==> src/rtl/ssd_pkg.sv <==
// rtl/ssd_pkg.sv - shared types and segment constants for the seven-segment display driver
// Contents: conversion FSM state enum, segment code table, blank/anode-off
// constants, digit count, and a nibble-to-segment helper.
package ssd_pkg;

  typedef enum logic {
    IDLE = 1'b0,
    CONV = 1'b1
  } state_t;

  localparam int NUM_DIGITS = 4;

  localparam logic [3:0] ANODE_OFF = 4'b1111;
  localparam logic [6:0] SEG_BLANK = 7'b1111111;

  // {g,f,e,d,c,b,a}, active-low
  localparam logic [6:0] SEG_DIGIT [0:9] = '{
    7'b1000000, 7'b1111001, 7'b0100100, 7'b0110000, 7'b0011001,
    7'b0010010, 7'b0000010, 7'b1111000, 7'b0000000, 7'b0010000
  };

  // Non-decimal nibbles cannot come out of the converter; show them as blank.
  function automatic logic [6:0] seg_encode(input logic [3:0] nib);
    if (nib <= 4'd9) return SEG_DIGIT[nib];
    else return SEG_BLANK;
  endfunction

endpackage

==> src/rtl/bin2bcd_seq.sv <==
// rtl/bin2bcd_seq.sv - sequential double-dabble binary to 4-digit BCD converter
// Ports: clk, rst (sync active-high), bin (binary input), start (sampled in IDLE),
//        bcd (latched result, updated only on completion), busy (conversion
//        in progress), done (strobe during the final shift cycle).
module bin2bcd_seq
  import ssd_pkg::*;
#(
  parameter int NUM_BITS = 13
) (
  input  logic                clk,
  input  logic                rst,
  input  logic [NUM_BITS-1:0] bin,
  input  logic                start,
  output logic [15:0]         bcd,
  output logic                busy,
  output logic                done
);

  localparam int SW = 16 + NUM_BITS;
  localparam int CW = $clog2(NUM_BITS + 1);

  state_t          state;
  logic [SW-1:0]   shreg;
  logic [SW-1:0]   adj;
  logic [SW-1:0]   shifted;
  logic [CW-1:0]   bit_cnt;

  // Add-3 correction on every BCD nibble before the shift.
  always_comb begin
    adj = shreg;
    for (int d = 0; d < NUM_DIGITS; d++) begin
      if (shreg[NUM_BITS+4*d +: 4] >= 4'd5)
        adj[NUM_BITS+4*d +: 4] = shreg[NUM_BITS+4*d +: 4] + 4'd3;
    end
  end

  assign shifted = {adj[SW-2:0], 1'b0};

  // Combinational so the parent can flag its result valid on the same edge
  // that loads bcd.
  assign done = (state == CONV) && (bit_cnt == CW'(1));

  always_ff @(posedge clk) begin
    if (rst) begin
      state   <= IDLE;
      shreg   <= '0;
      bit_cnt <= '0;
      bcd     <= '0;
      busy    <= 1'b0;
    end else begin
      case (state)
        IDLE: begin
          if (start) begin
            shreg   <= {16'b0, bin};
            bit_cnt <= CW'(NUM_BITS);
            busy    <= 1'b1;
            state   <= CONV;
          end
        end
        CONV: begin
          shreg   <= shifted;
          bit_cnt <= bit_cnt - 1'b1;
          if (done) begin
            bcd   <= shifted[SW-1:NUM_BITS];
            busy  <= 1'b0;
            state <= IDLE;
          end
        end
        default: state <= IDLE;
      endcase
    end
  end

endmodule

==> src/rtl/ssd_display_driver.sv <==
// rtl/ssd_display_driver.sv - 4-digit multiplexed seven-segment driver with sequential BCD conversion
// Ports: clk, rst (sync active-high), value_in (binary value), blank_lz
//        (leading-zero blanking), anode/cathode/dp (active-low display pins),
//        bcd (latched digits), busy (converting), valid (bcd holds a result).
module ssd_display_driver
  import ssd_pkg::*;
#(
  parameter int REFRESH_DIV = 100000,
  parameter int NUM_BITS    = 13
) (
  input  logic                clk,
  input  logic                rst,
  input  logic [NUM_BITS-1:0] value_in,
  input  logic                blank_lz,
  output logic [3:0]          anode,
  output logic [6:0]          cathode,
  output logic                dp,
  output logic [15:0]         bcd,
  output logic                busy,
  output logic                valid
);

  localparam int RW = (REFRESH_DIV > 1) ? $clog2(REFRESH_DIV) : 1;
  localparam logic [RW-1:0] REF_TC = RW'(REFRESH_DIV - 1);

  logic [NUM_BITS-1:0] held;
  logic                force_conv;
  logic                start;
  logic                conv_done;
  logic [RW-1:0]       ref_cnt;
  logic [1:0]          digit_idx;
  logic [3:0]          cur_nib;
  logic                lz_blank;

  // busy is low exactly when the converter sits in IDLE, so start is only
  // ever honoured there; changes during CONV are caught on the first idle
  // edge because the compare is against the held value.
  assign start = !busy && ((value_in != held) || force_conv);

  bin2bcd_seq #(.NUM_BITS(NUM_BITS)) u_conv (
    .clk   (clk),
    .rst   (rst),
    .bin   (value_in),
    .start (start),
    .bcd   (bcd),
    .busy  (busy),
    .done  (conv_done)
  );

  assign dp = 1'b1;

  // Digit k>0 is a leading zero when it and every digit above it is zero.
  always_comb begin
    cur_nib  = bcd[{digit_idx, 2'b00} +: 4];
    lz_blank = 1'b0;
    case (digit_idx)
      2'd1:    lz_blank = blank_lz && (bcd[15:4] == 12'h000);
      2'd2:    lz_blank = blank_lz && (bcd[15:8] == 8'h00);
      2'd3:    lz_blank = blank_lz && (bcd[15:12] == 4'h0);
      default: lz_blank = 1'b0;
    endcase
  end

  always_ff @(posedge clk) begin
    if (rst) begin
      held       <= '0;
      force_conv <= 1'b1;
      valid      <= 1'b0;
      ref_cnt    <= '0;
      digit_idx  <= 2'd0;
      anode      <= ANODE_OFF;
      cathode    <= SEG_BLANK;
    end else begin
      if (start) begin
        held       <= value_in;
        force_conv <= 1'b0;
      end
      if (conv_done) valid <= 1'b1;

      if (ref_cnt == REF_TC) begin
        ref_cnt   <= '0;
        digit_idx <= digit_idx + 2'd1;
      end else begin
        ref_cnt <= ref_cnt + 1'b1;
      end

      if (valid) begin
        anode   <= ~(4'b0001 << digit_idx);
        cathode <= lz_blank ? SEG_BLANK : seg_encode(cur_nib);
      end else begin
        anode   <= ANODE_OFF;
        cathode <= SEG_BLANK;
      end
    end
  end

endmodule

==> config.mk <==
export PLATFORM = sky130hd
export DESIGN_NAME = ssd_display_driver
export DESIGN_NICKNAME = d
export VERILOG_FILES = /design/src/rtl/ssd_pkg.sv /design/src/rtl/bin2bcd_seq.sv /design/src/rtl/ssd_display_driver.sv
export SDC_FILE = /design/constraint.sdc
export NUM_CORES = 1
export LEC_CHECK = 0
export ABC_AREA = 0
export CORE_UTILIZATION = 35
export DETAILED_ROUTE_END_ITERATION = 16
export PLACE_DENSITY = 0.6
export SYNTH_ARGS = -nofsm -noshare
export SYNTH_HDL_FRONTEND = slang
export SYNTH_SLANG_ARGS = --single-unit
export TNS_END_PERCENT = 1
==> constraint.sdc <==
create_clock -name clk -period 2.45 [get_ports clk]
set_input_delay 0.245 -clock clk [delete_from_list [all_inputs] [get_ports clk]]
set_output_delay 0.245 -clock clk [all_outputs]
set_load 0.01 [all_outputs]
==> impl_metrics.yaml <==
setup_path:
  crit_top_cell: "o21ai_0"
  worstSetupStartpointType: "flip-flop"
  endpoint_kind: "flip-flop"
  r2r-end: "cathode[6]"
  r2r-start: "digit_idx[0]"
  crit_required_ns: 2.66
  r2r_slack_ns: 0.22
  cpPeakStageDelay_ns: 0.62
  setup.worst_path.start: "digit_idx[0]"
  arrival_ns: 2.44
  setup.worst_path.class: "reg -> reg"
  r2r_cells: 7
  path_cells: "mux4_2, inv_1, ha_1, nor2_1, o21ai_0, and3_1, o21ai_0"
  endpoint: "cathode[6]"
  worstPathMaxFanout: 8
  cpMaxStageDelayCell: "mux4_2"
timing:
  rsz0062_at_grt: "false"
  slew_viol_final: 0
  worst_pin_slew_ns: 0.758
  hold_viol: 0
  finalSetupTns_ns: 0
  hold_slack_ns: 0.298
  setup_viol: 0
  fin_ws_ns: 0.222
  min_period_ns: 2.23
  slew_headroom_pct: 49.5
  clock_skew_ns: 0.00908
  timing.final.crit_share_pct: 90.9
  fmax_ghz: 0.449
drt:
  dr.first_iter.drc_count: 260
  avgViaCountPerCell: 5.12
  wl_per_cell_microns: 13.5
  num_vias: 3745
  post-route-drc-count: 0
  drtAntennaViolNets: 0
  wirelength_microns: 9860
  firstDrtPassIters: 7
cts:
  ctsHoldBuffers: 0
  numCtsBuffers: 9
  cts.clk_slew.worst_paths_ns: 0.06
  clk_latency_ns: 0.34
  cts_setup_buffers: 0
  cts_tree: "yes"
  ctsLongestPathBuffers: 2
  clockRootBuffer: "clkbuf_16"
  ctsResizeCount: 0
  h-tree-depth: 3
  cts_sinks: 96
yosys:
  synth_cell_types: 43
  syn_area_sq_um: 4490
  ys_ff_latch: 96
  synth_cells: 526
  syn_nets: 561
  syn_avg_cell_area_sq_um: 8.54
  yosysWarnings: 0
  yosysSeqAreaShare_pct: 42.8
floorplan:
  placementRows: 41
  die_h_microns: 115
  io_pins: 46
  core_sq_um: 12600
  fp.dieArea_sq_um: 13300
  die_w_microns: 115
  initial_core_util_pct: 35.7
finish:
  multi_input_area_sq_um: 2310
  num_antenna_cells: 0
  regArea_sq_um: 1920
  num-nets-final: 593
  synthToLayoutAreaGrowth_pct: 19.1
  n_fill_cell: 1248
  drive_gt1_share_pct: 5.36
hold_path:
  hp-class: "in -> reg"
grt:
  grt_use_total_pct: 15.8
  grt_pass1_vias: 3435
  grt_max_degree: 53
  overflow: 0
  antenna_found_initial: 0
  grt_pass1_wl_microns: 16600
run:
  max-cap-violations: 0
placement:
  io_buffers: 44
  place_ws_ns: 0.162
  dp_hpwl_microns: 6970
  gp_congestion: 0.803
power:
  vdd_ir_drop_max_mv: 0.297
  p_leak_nw: 1.89
  power.density_nw_per_um2: 637
outcome:
  status: "finished clean"
-- layout make-up --
cell class / instances / share of cell area (%)
Multi-Input combinational cell: 373 / 43.3
Sequential cell: 96 / 35.9
Timing Repair Buffer: 56 / 10.1
Clock buffer: 12 / 4.61
Tap cell: 172 / 4.02
Inverter: 22 / 1.54
Clock inverter: 1 / 0.562
-- cell usage in the layout, fill, tap and decap left out, drive strengths merged, types with 9 or more instances in the layout --
| cell type | n |
|---|---|
| a21oi | 43 |
| a311oi | 19 |
| buf | 13 |
| clkbuf | 12 |
| clkdlybuf4s50 | 43 |
| dfxtp | 96 |
| ha | 19 |
| inv | 22 |
| nand2 | 61 |
| nand2b | 9 |
| nand3 | 27 |
| nor2 | 48 |
| o211ai | 14 |
| o21ai | 37 |
| xnor2 | 12 |
| xor2 | 21 |
-- logic make-up (layout without fill, tap and decap cells) --
| family | count (synthesis) | after routing | share of synthesized area, % |
|---|---|---|---|
| fa+ha+maj | 19 | 19 | 5.29 |
| buf+inv | 57 | 91 | 5.71 |
| simple gates | 178 | 178 | 18.2 |
| other cells | 1 | 1 | 0.0835 |
| mux | 11 | 11 | 3.57 |
| flops | 96 | 96 | 42.8 |
| compound gates | 131 | 131 | 18.0 |
| xor+xnor | 33 | 33 | 6.43 |
-- metal layers --
metal	routed length, microns	track usage (%)	up-vias
met5	0	0	-
met4	160	5.19	0
met3	408	3.85	12
met2	4590	25.1	87
met1	4710	20.9	1742
li1	-	-	1904
-- flip-flops by register name (all words and copies together), names as in the netlist --
| signal | flops |
|---|---|
| digit_idx | 2 |
| cathode | 7 |
| held | 13 |
| u_conv.bcd | 16 |
| u_conv.shreg | 29 |
| ref_cnt | 17 |
| u_conv.busy | 1 |
| force_conv | 1 |
| valid | 1 |
| u_conv.state | 1 |
| u_conv.bit_cnt | 4 |
| anode | 4 |
-- worst max-delay path: cells and delay by family (launching register included) --
kind | cells | cell delay (ns)
AO/OA/AOI/OAI | 2 | 0.25
adder cells (fa/ha/maj) | 1 | 0.19
buffers and inverters | 1 | 0.11
flip-flops | 1 | 0.59
multiplexers | 1 | 0.62
AND/OR/NAND/NOR | 2 | 0.34
-- metrics by stage --
stage | instance area (sq um) | instances | total power (W) | util [%]
after detailed placement | 5070 | 719 | 0.00209 | 40.3
after global routing | 5350 | 732 | 0.00357 | 42.5
final | 5350 | 732 | 0.00341 | 42.5
after CTS | 5350 | 732 | 0.00345 | 42.5
after floorplan | 4490 | 526 | 0.00196 | -
after global placement | 5070 | 719 | 0.00207 | 40.3
-- synth_stat cells, drive strengths merged --
cell type   n  share of area, %
and3        6              0.84
or4         1              0.17
clkbuf     25               2.1
nand4       5              0.70
nor4        7              0.97
or2         1              0.14
mux4        4               2.0
ha         19               5.3
a21o        1              0.17
a311oi     19               3.7
nand3b      1              0.17
inv        22               1.8
nand2b      9               1.3
nor3        5              0.67
and4        1              0.20
a221oi      1              0.20
a211oi      3              0.50
o21ai      37               4.2
nor2       48               4.0
nand3      27               3.0
a31oi       5              0.70
or3         3              0.42
nand2      61               5.1
a21oi      43               4.8
xor2       21               4.1
conb        1             0.083
mux2i       7               1.6
a22oi       1              0.17
o2111ai     1              0.20
buf        10               1.8
o211ai     14               2.3
nor2b       1              0.14
nor4b       2              0.39
xnor2      12               2.3
dfxtp      96                43
o21a        6               1.0
-- power by group --
part	switching (W)	leakage [nW]	total, W	internal, W
Sequential	0.0000615	0.783	0.00170	0.00164
Combinational	0.000207	0.975	0.000353	0.000147
Clock	0.000552	0.135	0.00136	0.000803
-- how the worst min path moves through the flow --
stage,from,endpoint,slack [ns],cells past startpoint
floorplan,value_in[2],held[2],0.39,2
global placement,force_conv,force_conv,0.44,1
detailed placement,ref_cnt[0],ref_cnt[0],0.46,1
CTS,rst,u_conv.bcd[9],0.30,2
global route,rst,digit_idx[1],0.32,2
finish,rst,digit_idx[1],0.30,2
Power figures use the tool's default switching activity.
